==> config.mk <==
export PLATFORM = sky130hd
export DESIGN_NAME = display_scan
export DESIGN_NICKNAME = d
export VERILOG_FILES = /design/src/rtl/display_scan.sv
export SDC_FILE = /design/constraint.sdc
export NUM_CORES = 1
export LEC_CHECK = 0
export ABC_AREA = 1
export BUFFER_PORTS_ARGS = -buffer_cell sky130_fd_sc_hd__buf_2
export CELL_PAD_IN_SITES_DETAIL_PLACEMENT = 1
export CELL_PAD_IN_SITES_GLOBAL_PLACEMENT = 2
export CORE_MARGIN = 2
export CORE_UTILIZATION = 30
export DETAILED_ROUTE_END_ITERATION = 10
export HOLD_SLACK_MARGIN = 0.1
export PLACE_DENSITY_LB_ADDON = 0.1
export SYNTH_ARGS = -nofsm -noshare
export SYNTH_HDL_FRONTEND = slang
export SYNTH_SLANG_ARGS = --single-unit
==> constraint.sdc <==
create_clock -name clk -period 2.9 [get_ports clk]
set_input_delay 0 -clock clk [delete_from_list [all_inputs] [get_ports clk]]
set_output_delay 0 -clock clk [all_outputs]
set_load 0.02 [all_outputs]
==> src/rtl/display_scan.sv <==
// display_scan: bit-plane scan controller driving a HUB-style LED panel from a double-banded frame memory
module display_scan #(
  parameter int segments    = 1,
  parameter int rows        = 8,
  parameter int columns     = 32,
  parameter int width       = 24,
  parameter int base_cycles = 4
) (
  input  logic                          clk,
  input  logic                          rst_n,
  output logic [$clog2(rows)-1:0]       rrow,
  output logic [$clog2(columns)-1:0]    rcol,
  input  logic [width*segments-1:0]     rdata,
  output logic                          flip,
  input  logic                          swap_req,
  output logic                          swap_ack,
  output logic [segments-1:0]           r,
  output logic [segments-1:0]           g,
  output logic [segments-1:0]           b,
  output logic                          pclk,
  output logic                          lat,
  output logic                          oe_n,
  output logic [$clog2(rows)-1:0]       addr
);
  localparam int depth = width / 3;
  localparam int rw = $clog2(rows);
  localparam int cw = $clog2(columns);
  localparam int kw = $clog2(2 * columns + 1);
  localparam int pw = depth > 1 ? $clog2(depth) : 1;
  localparam int dw = $clog2((base_cycles << (depth - 1)) + 1);

  typedef enum logic [1:0] {SHIFT, LATCH, DISPLAY} state_t;

  state_t        state, state_nx;
  logic [rw-1:0] n;
  logic [pw-1:0] p;
  logic [kw-1:0] k;
  logic [dw-1:0] d;
  logic          shift_done, disp_done, frame_end, en;

  assign rrow = n;

  // next state, phase-end decode and panel strobes; rcol walks two cycles per column after the priming cycle
  always_comb begin
    shift_done = state == SHIFT && k == kw'(2 * columns);
    disp_done  = state == DISPLAY && d == dw'((base_cycles << p) - 1);
    frame_end  = disp_done && n == rw'(rows - 1) && p == pw'(depth - 1);
    state_nx   = shift_done ? LATCH : state == LATCH ? DISPLAY : disp_done ? SHIFT : state;
    en         = state == SHIFT && k != '0;
    pclk       = en && !k[0];
    lat        = state == LATCH;
    oe_n       = state != DISPLAY;
    rcol       = state == SHIFT && k < kw'(2 * columns) ? cw'(k >> 1) : '0;
  end

  // colour bits: rdata already belongs to the current column on both the setup and the pclk-high cycle
  always_comb begin
    r = '0;
    g = '0;
    b = '0;
    for (int s = 0; s < segments; s++) begin
      r[s] = en && rdata[s * width + 2 * depth + int'(p)];
      g[s] = en && rdata[s * width + depth + int'(p)];
      b[s] = en && rdata[s * width + int'(p)];
    end
  end

  // state register, plane/row iteration, row address latch and bank swap at frame end
  always_ff @(posedge clk or negedge rst_n) begin
    if (!rst_n) begin
      state    <= SHIFT;
      n        <= '0;
      p        <= '0;
      k        <= '0;
      d        <= '0;
      addr     <= '0;
      flip     <= 1'b0;
      swap_ack <= 1'b0;
    end else begin
      state    <= state_nx;
      k        <= state == SHIFT && !shift_done ? k + 1'b1 : '0;
      d        <= state == DISPLAY && !disp_done ? d + 1'b1 : '0;
      addr     <= shift_done ? n : addr;
      p        <= disp_done ? (p == pw'(depth - 1) ? '0 : p + 1'b1) : p;
      n        <= disp_done && p == pw'(depth - 1) ? (n == rw'(rows - 1) ? '0 : n + 1'b1) : n;
      flip     <= flip ^ (frame_end && swap_req);
      swap_ack <= frame_end && swap_req;
    end
  end
endmodule
==> summary.md, run 1 <==
| Metric | Value |
|---|---|
| Syn Area/Cell | `7.24 um2` |
| Maximum clock insertion buffer count | `2` |
| Layout area overhead | `21.6%` |
| Final #Nets | `just under 400` |
| Post-Syn Instances | `a little under 300` |
| Combinational power share | `4.7%` |
| Antenna diodes | `0` |
| CTS sink cnt | `30` |
| RSZ-0062 raised after global routing | `no` |
| Reg2Reg Launch Point | `p[1]` |
| 1st-iter DRT viols | `27` |
| Tmin final | `around 2.6 ns` |
| Final wirelength | `5870 um` |
| Worst-skew pair later-pin latency | `0.28 ns` |
| Via count | `2012` |
| Root Buffer | `clkbuf_8` |
| CTS tree | `yes` |
| R2R cell count | `17` |
| CTS clk-pin slew, worst paths | `0.07 ns` |
| WHS | `0.300 ns` |
| Core Region | `0.00687 mm2` |
| Initial antenna violation count | `0` |
| Mapped Nets | `336` |
| Number of CTS-inserted buffers | `5` |
| Horiz. Die Dim | `88.6 um` |
| Congestion Overflow GR | `0` |
| Fmax | `385 MHz` |
| Clock Skews | `0.0104 ns` |
| Final hold vios | `0` |
| Status | `complete, no violations` |
| Die Ht | `88.6 um` |
| R2R Setup Slk | `0.30 ns` |
| Flops & latches, synth | `30` |
| VDD IR-drop max | `0.000192 V` |
| Unique masters post-synth | `31` |
| Final setup violation count | `0` |
| Vias in the first global route | `2105` |
| Resize count post-CTS | `0` |
| Hold Crit Class | `in -> async` |
| Starting Density | `31.3%` |
| Synth area leader | `dfrtp_1` |
| Hold_buf cts | `2` |
| Power Total | `between 0.0008 and 0.0009 W` |
| Synthesized area | `about 0.0021 mm2` |
| Largest net degree at the start of global routing | `31` |
| CP Data Arrival Time | `2.78 ns` |
| Die Area | `roughly 0.0079 mm2` |
| Worst rel slew slack | `53.7%` |
| Max Fanout on Critical Path | `9` |
| Leakage | `1.38 nW` |
| Layout cells sized above 1 | `25.3%` |
| Slew at the pin closest to its max-slew limit | `0.695 ns` |
| First-pass iteration count of the detailed router | `4` |
| Crit Path Class | `reg -> reg` |
| GP Congestion | `0.776` |
| Net Sw Frac | `22.8%` |
| Post-CTS Setup Bufs | `0` |
| Worst Setup Start Kind | `register` |
| Power per standard cell area | `311 mW/mm2` |
| Placement-stage cell area | `0.00250 mm2` |
| DR vias/cell | `4.49` |
| DP HPWL | `4760 um` |
| Routed Antenna Nets | `0` |
| Warnings, synthesis | `0` |
| WL per Instance | `13.1 um` |
| Port Buffers | `45` |
| TNS Setup | `0 ns` |
| Max cap viols | `0` |
| Final core utilization | `around two fifths` |
| Fin crit share | `about nine tenths` |
| Worst EP required | `~3 ns` |
| Design Area, Final | `between 0.002 and 0.003 mm2` |
| Seq pwr share | `between 50 and 60%` |
| Cell internal pwr | `0.000628 W` |
| # IOs | `between 40 and 50` |
| Rows | `30` |
| CTS H-tree depth | `2` |
| Drt drc | `0` |
| Global Route Usage Sum | `16.4%` |
| Sw power | `0.000186 W` |
| Register area share after synthesis | `34.9%` |
| Worst r2r dst | `flip` |
| Area contributors post-synth | `dfrtp_1 35%, nand2_1 11%, nor2_1 7.5%, inv_1 7.3%, ha_1 7.0%` |
| Max-slew violation count | `0` |
| First-pass GRT wire length | `9960 um` |
| Share of the synthesized area in the top cell type | `34.9%` |
| Clk pwr share | `43.9%` |
| Critical Path Sink Type | `register` |
==> metrics by stage <==
stage,setup WS (ns),cells
after floorplan,0.350,297
after global placement,0.383,438
after detailed placement,0.294,438
after CTS,0.284,448
after global routing,0.00187,448
final,0.302,448
==> synthesized netlist by cell type <==
master	instances
or2_2	1
nand2_4	3
o21ai_0	18
nor2_1	43
xnor2_1	2
nor3b_1	4
clkinv_1	1
clkbuf_1	1
nand3_2	1
nor2_4	3
nand3_1	15
inv_1	42
inv_2	3
nor2_8	1
buf_1	1
nand2_1	65
ha_1	12
a31o_2	1
buf_6	1
o21ai_1	6
nand4_1	2
nor3_1	10
dfrtp_1	30
nor2_2	4
a21oi_1	5
o221a_2	6
nor4_1	4
xor2_1	1
o41ai_1	1
nand2_2	9
nand3_4	1
==> logic make-up (layout without fill, tap and decap cells) <==
| kind of cell | count (synthesis) | after routing | synth area share (%) |
|---|---|---|---|
| fa+ha+maj | 12 | 12 | 6.98 |
| flops | 30 | 30 | 34.9 |
| simple gates | 166 | 166 | 37.3 |
| xor+xnor | 3 | 3 | 1.22 |
| compound gates | 37 | 37 | 10.7 |
| buf+inv | 49 | 104 | 8.91 |
==> flip-flops by register name (all words and copies together) (netlist names) <==
register / count
d: 10
k: 7
addr: 3
p: 3
rrow: 3
state: 2
flip: 1
swap_ack: 1
==> placed cells by master, fill, tap and decap left out, drive strengths merged <==
cell type,Yosys,layout
nor3b,4,4
clkinv,1,2
nor2,51,51
clkinvlp,0,1
nand3,17,17
buf,2,48
nor3,10,10
nand2,77,77
inv,45,45
a21oi,5,5
nand4,2,2
xnor2,2,2
o221a,6,6
dfrtp,30,30
a31o,1,1
dlygate4sd3,0,2
xor2,1,1
ha,12,12
or2,1,1
o21ai,24,24
nor4,4,4
clkbuf,1,6
o41ai,1,1
==> power by group through the flow <==
stage                     registers (W)    logic, W  clock network, W
after global routing           0.000418   0.0000432          0.000390
after CTS                      0.000418   0.0000399          0.000376
after floorplan                0.000426  0.00000840                 0
final                          0.000418   0.0000384          0.000357
after detailed placement       0.000426   0.0000376                 0
after global placement         0.000426   0.0000386                 0
==> worst max-delay path, stage by stage, from the launching register on <==
cell	delay (ns)
dfrtp_1	0.49
inv_1	0.20
ha_1	0.30
nand2_2	0.14
ha_1	0.20
inv_1	0.07
nor2_1	0.12
nand2_1	0.06
nor2_1	0.13
nand2_1	0.07
nand2_1	0.08
nand2_2	0.06
nor2_4	0.11
nand3_4	0.12
nor2_8	0.16
nand3_1	0.08
nand2_1	0.07
inv_1	0.04
==> worst max-delay path by stage <==
stage / slack, ns / depth (start not counted) / startpoint / to
final: 0.30 / 17 / p[1] / flip
after global routing: 0.002 / 17 / p[1] / flip
after CTS: 0.28 / 17 / p[1] / flip
after detailed placement: 0.29 / 17 / p[1] / flip
after global placement: 0.38 / 14 / p[1] / flip
after floorplan: 0.35 / 15 / p[0] / flip
==> metal layers <==
layer | GRT usage, % | vias up | share of wire (%)
li1 | - | 1059 | -
met1 | 21.2 | 918 | 49
met2 | 27.6 | 33 | 47
met3 | 3.92 | 2 | 2.9
met4 | 3.72 | 0 | 0.60
met5 | 0 | - | 0
==> final cells by class <==
type / instances / area [um2]
Clock buffer: 6 / 82.6
Fill cell: 902 / 4260
Clock inverter: 2 / 12.5
Multi-Input combinational cell: 218 / 1210
Inverter: 46 / 173
Tap cell: 96 / 120
Sequential cell: 30 / 751
Timing Repair Buffer: 50 / 268
Note: power is estimated with default switching activity, not from simulation.
==> run 2, diff against run 1 <==
--- a/config.mk
+++ b/config.mk
@@ -14,6 +14,7 @@
 export DETAILED_ROUTE_END_ITERATION = 10
 export HOLD_SLACK_MARGIN = 0.1
 export PLACE_DENSITY_LB_ADDON = 0.1
+export REMOVE_ABC_BUFFERS = 1
 export SYNTH_ARGS = -nofsm -noshare
 export SYNTH_HDL_FRONTEND = slang
 export SYNTH_SLANG_ARGS = --single-unit
==> summary.md, run 2 (synthesis gave the netlist of run 1 again) <==
| Metric | Value |
|---|---|
| WL per Instance | `12.6 um (-3.9%)` |
| Maximum clock insertion buffer count | `2 (unchanged)` |
| Reg2Reg Launch Point | `p[0]` |
| Finished Layout Cells | `449 (+0.22%)` |
| Global Route Usage Sum | `15.8% (-0.62 points)` |
| Largest net degree at the start of global routing | `31 (unchanged)` |
| Largest register FFs | `10 (unchanged)` |
| Drt drc | `0 (unchanged)` |
| Final core utilization | `38.4% (+0.31 points)` |
| Fmax | `395 MHz (+2.7%)` |
| Worst rel slew slack | `52.5% (-1.1 points)` |
| Critical Path Start | `p[0]` |
| Crit Path Class | `reg -> reg` |
| First-pass GRT wire length | `9700 um (-2.6%)` |
| Vias in the first global route | `2138 (+1.6%)` |
| WHS | `0.309 ns (+0.00931 ns)` |
| Most frequent cells in the layout | `65 x nand2_1, 45 x buf_2, 43 x nor2_1` |
| Status | `complete, no violations` |
| Max-slew violation count | `0 (unchanged)` |
| Max cap viols | `0 (unchanged)` |
| Power Total | `0.000879 W (+8.1%)` |
| Rows | `30 (unchanged)` |
| Largest registers | `d (10), k (7)` |
| Congestion Overflow GR | `0 (unchanged)` |
| Via count | `2008 (-0.20%)` |
| Hold Crit Class | `in -> async` |
| TNS Setup | `0 ns (unchanged)` |
| Clock Skews | `0.00870 ns (-0.00174 ns)` |
| Slew at the pin closest to its max-slew limit | `0.712 ns (+0.0167 ns)` |
| GP Congestion | `0.802 (+3.4%)` |
| CP Data Arrival Time | `2.71 ns (-0.07 ns)` |
| Leakage | `1.39 nW (+1.2%)` |
| 1st-iter DRT viols | `47 (+74%)` |
| Most common cell after layout, fill and taps aside | `nand2_1` |
| Horiz. Die Dim | `88.6 um (unchanged)` |
| RSZ-0062 raised after global routing | `no` |
| Layout cells sized above 1 | `25.5% (+0.21 points)` |
| CTS tree | `yes` |
| Starting Density | `31.3% (unchanged)` |
| Fin crit share | `87.2% (-2.4 points)` |
| CTS clk-pin slew, worst paths | `0.07 ns (about the same)` |
| # IOs | `46 (unchanged)` |
| Number of CTS-inserted buffers | `5 (unchanged)` |
| Final setup violation count | `0 (unchanged)` |
| Max Fanout on Critical Path | `15 (+6)` |
| Final hold vios | `0 (unchanged)` |
| DP HPWL | `4530 um (-5.0%)` |
| Worst Setup Start Kind | `register` |
| Core Region | `0.00687 mm2 (unchanged)` |
| Critical Path Sink Type | `register` |
| Reg with most FFs | `d` |
| Placed Instances | `439 (+0.23%)` |
| CTS sink cnt | `30 (unchanged)` |
| Final #Nets | `391 (+0.26%)` |
| First-pass iteration count of the detailed router | `4 (unchanged)` |
| Post-CTS Setup Bufs | `0 (unchanged)` |
| Die Area | `0.00786 mm2 (unchanged)` |
| Port Buffers | `45 (unchanged)` |
| Layout area overhead | `22.6%` |
| DR vias/cell | `4.47 (-0.42%)` |
| VDD IR-drop max | `0.000233 V (+21%)` |
| Worst EP required | `3.08 ns (about the same)` |
| Resize count post-CTS | `0 (unchanged)` |
| Routed Antenna Nets | `0 (unchanged)` |
| CTS H-tree depth | `2 (unchanged)` |
| Root Buffer | `clkbuf_8` |
| Tmin final | `2.53 ns (-0.0686 ns)` |
| Power per standard cell area | `334 mW/mm2 (+7.2%)` |
| Antenna diodes | `0 (unchanged)` |
| Worst-skew pair later-pin latency | `0.28 ns (about the same)` |
| Final wirelength | `5650 um (-3.7%)` |
| Die Ht | `88.6 um (unchanged)` |
| Initial antenna violation count | `0 (unchanged)` |
## run 2: cell count changes in the layout (fill, tap and decap cells not counted), sizes merged
| cell | delta |
|---|---|
| clkinvlp | -1 |
| bufinv | +1 |
| clkbuf | -1 |
| buf | +1 |
| clkinv | +1 |
## run 2: critical path, stage by stage (launching register included)
cell and delay, ns:
dfrtp_1 0.57, inv_1 0.11, ha_1 0.29, nand2_2 0.14
ha_1 0.20, inv_1 0.07, nor2_1 0.12, nand2_1 0.06
nor2_1 0.12, nand2_1 0.07, nand2_1 0.08, nand2_2 0.06
nor2_4 0.11, nand3_4 0.12, nor2_8 0.15, nand3_1 0.08
nand2_1 0.07, inv_1 0.03
## run 2: layout make-up
type,instances,area (um2)
repair buffers,51,275
well taps,96,120
clock inverters,3,40.0
fillers,887,4230
multi-input cells,218,1210
clock buffers,5,68.8
inverters,46,173
flip-flops and latches,30,751
## run 2: timing repair
item                                   4_1_cts  5_1_grt
setup endpoints to repair                    0        0
endpoints found under the hold margin       31        0
hold buffers                                 2        0
## run 2: report_power, final
group / internal, W / switching [W]
clock network: 0.000253 / 0.000171
logic: 0.0000189 / 0.0000188
registers: 0.000418 / 0
## run 2: stage by stage
stage | worst slack, ns | area (um2)
floorplan | 0.423 | 2130
global placement | 0.406 | 2510
detailed placement | 0.321 | 2510
CTS | 0.328 | 2640
global route | 0.0472 | 2640
finish | 0.370 | 2640
## run 2: path summary, 6_finish.rpt
| kind | endpoint | slack, ns | cells after the start |
|---|---|---|---|
| hold reg to reg | addr[0] | 0.48 | 2 |
| min in group clk | addr[0] | 0.48 | 2 |
| max in group asynchronous | state[1] | 2.14 | 2 |
| setup / recovery | flip | 0.37 | 17 |
| setup reg to reg | flip | 0.37 | 17 |
| hold / removal | k[3] | 0.31 | 2 |
## run 2: layer usage
layer	share of wire, %	track usage, %	vias to the layer above	wire, um
li1	-	-	1057	-
met1	49	20.3	913	2790
met2	46	27.1	34	2580
met3	4.3	3.36	4	242
met4	0.76	3.58	0	43
met5	0	0	-	0
